--- config.mk ---
export PLATFORM = sky130hd
export DESIGN_NAME = tmds_mode_switcher
export DESIGN_NICKNAME = d
export VERILOG_FILES = /design/src/rtl/tmds_mode_switcher.sv
export SDC_FILE = /design/constraint.sdc
export NUM_CORES = 1
export LEC_CHECK = 0
export ABC_AREA = 1
export BUFFER_PORTS_ARGS = -buffer_cell sky130_fd_sc_hd__buf_2
export CORE_MARGIN = 3
export CORE_UTILIZATION = 50
export DETAILED_ROUTE_END_ITERATION = 7
export PLACE_DENSITY_LB_ADDON = 0.3
export SETUP_SLACK_MARGIN = 0.4
export SYNTH_ARGS = -nofsm -noshare
export SYNTH_HDL_FRONTEND = slang
export SYNTH_SLANG_ARGS = --single-unit
export TNS_END_PERCENT = 5
--- constraint.sdc ---
create_clock -name clk_pixel -period 2.5 [get_ports clk_pixel]
set_clock_uncertainty 0.05 [all_clocks]
set_input_delay 0.25 -clock clk_pixel [delete_from_list [all_inputs] [get_ports clk_pixel]]
set_output_delay 0.25 -clock clk_pixel [all_outputs]
set_load 0.005 [all_outputs]
--- src/rtl/tmds_mode_switcher.sv ---
// Glitch-free switch between several TMDS timing generators: waits for the old
// mode's frame boundary (or a timeout), then blanks MUTE_FRAMES new-mode frames.
module tmds_mode_switcher #(
  parameter int NUM_MODES      = 2,
  parameter int NUM_CHANNELS   = 3,
  parameter int MUTE_FRAMES    = 2,
  parameter int TIMEOUT_CYCLES = 2000000,
  parameter int RESET_MODE     = 0,
  localparam int MW = $clog2(NUM_MODES),
  localparam int CW = NUM_CHANNELS * 10,
  localparam int TW = $clog2(TIMEOUT_CYCLES + 1),
  localparam int FW = $clog2(MUTE_FRAMES + 1)
) (
  input  logic                          clk_pixel,
  input  logic                          reset_n,
  input  logic [NUM_MODES*CW-1:0]       tmds_channels_in,
  input  logic [NUM_MODES*12-1:0]       cx_in,
  input  logic [NUM_MODES*11-1:0]       cy_in,
  input  logic [NUM_MODES-1:0]          frame_start,
  input  logic [MW-1:0]                 mode_sel,
  output logic [CW-1:0]                 tmds_channels_out,
  output logic [11:0]                   cx,
  output logic [10:0]                   cy,
  output logic [MW-1:0]                 active_mode,
  output logic                          switching,
  output logic                          timeout_flag
);

  localparam logic [9:0] BLANK_SYM = 10'b1101010100;

  typedef enum logic [1:0] {
    LOCKED   = 2'd0,
    WAIT_EOF = 2'd1,
    MUTE     = 2'd2
  } state_e;

  state_e          state_q,     state_d;
  logic [MW-1:0]   active_q,    active_d;
  logic [MW-1:0]   target_q,    target_d;
  logic [FW-1:0]   frames_q,    frames_d;
  logic [TW-1:0]   timer_q,     timer_d;
  logic            tflag_q,     tflag_d;
  logic            switching_q, switching_d;
  logic [CW-1:0]   tmds_q,      tmds_d;
  logic [11:0]     cx_q,        cx_d;
  logic [10:0]     cy_q,        cy_d;

  logic            sel_valid;
  logic            sel_differs;
  logic            fs_active;
  logic            timeout_hit;
  logic [MW-1:0]   new_target;

  // Out-of-range requests are ignored everywhere, so validity gates every use of mode_sel.
  assign sel_valid   = ({1'b0, mode_sel} < (MW+1)'(NUM_MODES));
  assign sel_differs = sel_valid && (mode_sel != active_q);
  assign fs_active   = frame_start[active_q];
  assign timeout_hit = (timer_q >= TW'(TIMEOUT_CYCLES - 1));
  assign new_target  = sel_valid ? mode_sel : target_q;

  // NOTE: every signal written here gets a default first, so no path can infer a latch.
  always_comb begin
    state_d  = state_q;
    active_d = active_q;
    target_d = target_q;
    frames_d = frames_q;
    timer_d  = timer_q;
    tflag_d  = tflag_q;

    unique case (state_q)
      LOCKED: begin
        if (sel_differs) begin
          target_d = mode_sel;
          timer_d  = '0;
          state_d  = WAIT_EOF;
        end
      end

      WAIT_EOF: begin
        if (timer_q != TW'(TIMEOUT_CYCLES)) timer_d = timer_q + 1'b1;
        if (sel_valid && (mode_sel == active_q)) begin
          state_d = LOCKED;
        end else begin
          target_d = new_target;
          if (fs_active || timeout_hit) begin
            state_d  = MUTE;
            active_d = new_target;
            frames_d = '0;
            if (!fs_active) tflag_d = 1'b1;
          end
        end
      end

      MUTE: begin
        // Output is already blank, so a new request switches at once.
        if (sel_differs) begin
          active_d = mode_sel;
          frames_d = '0;
        end else if (fs_active) begin
          if (frames_q == FW'(MUTE_FRAMES - 1)) state_d = LOCKED;
          else                                  frames_d = frames_q + 1'b1;
        end
      end

      default: state_d = MUTE;
    endcase
  end

  // Datapath follows the next state so the registered mode and data always agree.
  always_comb begin
    tmds_d      = {NUM_CHANNELS{BLANK_SYM}};
    cx_d        = '0;
    cy_d        = '0;
    switching_d = (state_d != LOCKED);
    for (int m = 0; m < NUM_MODES; m++) begin
      if (active_d == MW'(m)) begin
        cx_d = cx_in[m*12 +: 12];
        cy_d = cy_in[m*11 +: 11];
        if (state_d != MUTE) tmds_d = tmds_channels_in[m*CW +: CW];
      end
    end
  end

  // NOTE: sequential state uses non-blocking assignments so all registers update together.
  always_ff @(posedge clk_pixel or negedge reset_n) begin
    if (!reset_n) begin
      state_q     <= MUTE;
      active_q    <= MW'(RESET_MODE);
      target_q    <= MW'(RESET_MODE);
      frames_q    <= '0;
      timer_q     <= '0;
      tflag_q     <= 1'b0;
      switching_q <= 1'b1;
      tmds_q      <= {NUM_CHANNELS{BLANK_SYM}};
      cx_q        <= '0;
      cy_q        <= '0;
    end else begin
      state_q     <= state_d;
      active_q    <= active_d;
      target_q    <= target_d;
      frames_q    <= frames_d;
      timer_q     <= timer_d;
      tflag_q     <= tflag_d;
      switching_q <= switching_d;
      tmds_q      <= tmds_d;
      cx_q        <= cx_d;
      cy_q        <= cy_d;
    end
  end

  assign tmds_channels_out = tmds_q;
  assign cx                = cx_q;
  assign cy                = cy_q;
  assign active_mode       = active_q;
  assign switching         = switching_q;
  assign timeout_flag      = tflag_q;

endmodule
==> metrics.md <==
| Metric | Value |
|---|---|
| Largest family of logic cells by synthesized area | `simple AND/OR/NAND/NOR gates` |
| Slew HR | `34.1%` |
| Compound-cell area share of the yosys netlist | `6.66%` |
| Start-to-end type of the worst setup path | `reg -> reg` |
| Status | `finished, violations left` |
| Worst-path fanout max | `11` |
| Final hold violations | `4` |
| CP Data Required Time | `2.74 ns` |
| HPWL Detailed | `8320 µm` |
| Vias in the first global route | `4142` |
| Overall die width | `99.6 µm` |
| Netlist cell types | `30` |
| Dominant cell type by area after synthesis | `dfrtp_1` |
| Internal reg-to-reg setup slack | `0.50 ns` |
| Initial Util | `52.5%` |
| Min Tclk post-route | `2.00 ns` |
| DR pass1 iterations | `5` |
| Setup TNS Final | `0 ns` |
| Crit-path slowest cell | `dfrtp_2` |
| Crit. End Element | `register` |
| Post-Synth Adder-Cell Area | `2.57%` |
| WHS | `-0.00987 ns` |
| DRC violations left | `0` |
| Initial antenna violation count | `0` |
| Yosys warnings | `0` |
| Avg Cell Area, Syn | `7.48 µm²` |
| Fraction of registers with async set/reset | `100%` |
| CP delay by family, top | `simple AND/OR/NAND/NOR gates` |
| Post-Synth Simple-Gate Area | `31.3%` |
| DRT Wirelength | `12100 µm` |
| TritonCTS buffer count | `9` |
| I/O Buffers | `166` |
| Mapped cell area | `0.00438 mm²` |
| Routability cong. | `0.993` |
| Hold WC Path Type | `in -> async` |
| RSZ-0062 raised after global routing | `yes` |
| DR WL met3 | `968 µm` |
| Core Region | `0.00834 mm²` |
| Die H | `99.6 µm` |
| Peak per-stage delay on the critical path | `0.42 ns` |
| CTS hold repair buffers | `0` |
| Clock Root Buffer | `clkbuf_8` |
| Commonest cells in the netlist | `nand2_1 (228), inv_1 (82), dfrtp_1 (64)` |
| DRT iter0 DRCs | `335` |
| DRT met1 WL | `4820 µm` |
| Top Metal Used | `met4` |
| Antenna diode count | `0` |
| Pleak | `3.25 nW` |
| Syn_nets | `705` |
| Share of the synthesized area in the top cell type | `36.6%` |
| Slew Viols, Final | `0` |
| Ranking of synthesized cells by area | `dfrtp_1 (37%), nand2_1 (20%), dfstp_2 (10%)` |
| Cell Count, Final, Fillers Out | `878` |
| Layout cells sized above 1 | `34.4%` |
| Final period util | `80.0%` |
| Filler instances | `666` |
| Post-synthesis sequential area ratio | `46.8%` |
| I/O pins | `167` |
| First-pass GRT wire length | `19100 µm` |
| WL met2 | `6220 µm` |
| Register bit total from synthesis | `81` |
| # rows | `33` |
| Clock sink count | `81` |
| Total track usage | `23.7%` |
| Crit-path cells | `ha_4 -> nand3_1 -> nor2_2 -> nand3_2 -> nand3_2 -> nor2_1 -> nand2_1 -> nand2_2 -> nand2_8 -> clkbuf_16 -> nand3_1 -> nand2_1` |
| Mux cell area share after synthesis | `0%` |
| Power per cell area | `1210 mW/mm²` |
| Most common cell in the netlist | `nand2_1` |
| Clk_lat worst skew | `0.34 ns` |
| Placed Cells | `840` |
| Clk buf depth | `2` |
| Synth Area in XOR/XNOR | `2.00%` |
| Total of max-cap violations | `0` |
| Area Growth Syn to Fin | `32.5%` |
| Die ar. | `0.00991 mm²` |
| Clk pin slew, worst setup/hold paths | `0.10 ns` |
| F_max | `500 MHz` |
| H-Tree Depth | `3` |
| Grt total ovfl | `0` |
| Violations in the final reports | `negative hold slack` |
| Ys flop type | `dfrtp_1` |
| Buf+Inv Stages, Crit Path | `1` |
| Largest net degree at the start of global routing | `81` |
| Final Setup Violations | `0` |
| Number of synthesized flops with an enable pin | `0` |
| Worst Tran Pin Value | `0.988 ns` |
| Vias per cell | `5.02` |
| CTS tree | `built` |
| Via count | `4405` |
| Max VDD drop | `722 µV` |
| Final Net Count | `888` |
| Post-Syn Instances | `585` |
| WP data arrival | `2.23 ns` |
| Number of routed nets with antenna violations | `0` |
| Post-DR wirelength/cell | `13.8 µm` |
| Startpoint Class | `register` |
-- power breakdown --
part	internal (mW)	switching (mW)	total (mW)	leakage, nW
Combinational	1.50	2.43	3.93	2.16
Clock	0.491	0.490	0.980	0.0985
Sequential	1.94	0.162	2.10	0.984
Total	3.93	3.09	7.01	3.25
-- routing by layer --
layer | GRT usage, % | up-vias
met5 | 0 | -
met4 | 6.72 | 0
met3 | 7.08 | 14
met2 | 40.3 | 187
met1 | 29.4 | 2029
li1 | - | 2175
-- flip-flops by register name, indices dropped and copies added, names as in the netlist --
signal / cells
active_mode: 1
cx: 12
cy: 11
frames_q: 2
state_q: 2
switching: 1
timeout_flag: 1
timer_q: 21
tmds_channels_out: 30
-- cell families after synthesis --
logic type / after synthesis
AOI/OAI and AO/OA: 52
xor gates and xnor gates: 10
adders and majority gates: 9
buffers and inverters: 106
DFF: 81
and+or+nand+nor: 327
-- metrics by stage --
stage          instance area [µm²]  hold WS (ns)  util, %  power (mW)  setup WS (ns)
5_1_grt                       5800        0.0328     69.5        7.57          0.381
4_1_cts                       5570        0.0327     66.8        6.70          0.390
6_report                      5800      -0.00987     69.5        7.01          0.501
3_3_place_gp                  5250         0.392     62.9        5.26          0.180
3_5_place_dp                  5250         0.397     62.9        5.37          0.144
2_1_floorplan                 4380       -0.0956        -        4.44          0.595
-- placed cells by master (no fill, tap or decap), types with 3 or more instances in the layout --
master and count:
nand2_2 7, dfrtp_1 59, clkbuf_8 10, a21oi_2 3, inv_1 78, ha_1 5
buf_4 23, nor2_1 27, a21oi_1 24, nor3_1 9, o31ai_1 9, inv_2 4
nand2_8 3, nor2_2 4, xor2_1 10, buf_2 165, dfrtp_2 5, nand4_1 10
nand3_2 3, nand3_1 32, dfstp_2 17, clkinvlp_4 3, nand2_1 225, o21ai_0 12
-- layout make-up --
| cell class | count | area, µm² | area share (%) |
|---|---|---|---|
| Timing Repair Buffer | 192 | 1080 | 18.7 |
| Tap cell | 105 | 131 | 2.27 |
| Sequential cell | 81 | 2050 | 35.4 |
| Inverter | 84 | 335 | 5.78 |
| Multi-Input combinational cell | 400 | 1990 | 34.3 |
| Clock buffer | 10 | 138 | 2.37 |
| Clock inverter | 6 | 67.6 | 1.17 |
-- worst paths after layout --
| check | start | endpoint | cells after the start |
|---|---|---|---|
| worst min-delay path | reset_n | tmds_channels_out[10] | 1 |
| worst max register to register | timer_q[0] | tmds_channels_out[3] | 12 |
| min in group clk_pixel | cx_in[18] | cx[6] | 3 |
| worst min register to register | timeout_flag | timeout_flag | 1 |
| worst max-delay path | timer_q[0] | tmds_channels_out[3] | 12 |
| max in group asynchronous | reset_n | tmds_channels_out[26] | 2 |
-- what timing repair did --
item                       in CTS  in global routing
buffers inserted                2                 16
pin swaps                       2                  6
gates cloned                    3                  1
setup endpoints to repair      63                 65
gates resized for setup        12                 29
No activity file was read; power rests on OpenSTA's default activity.
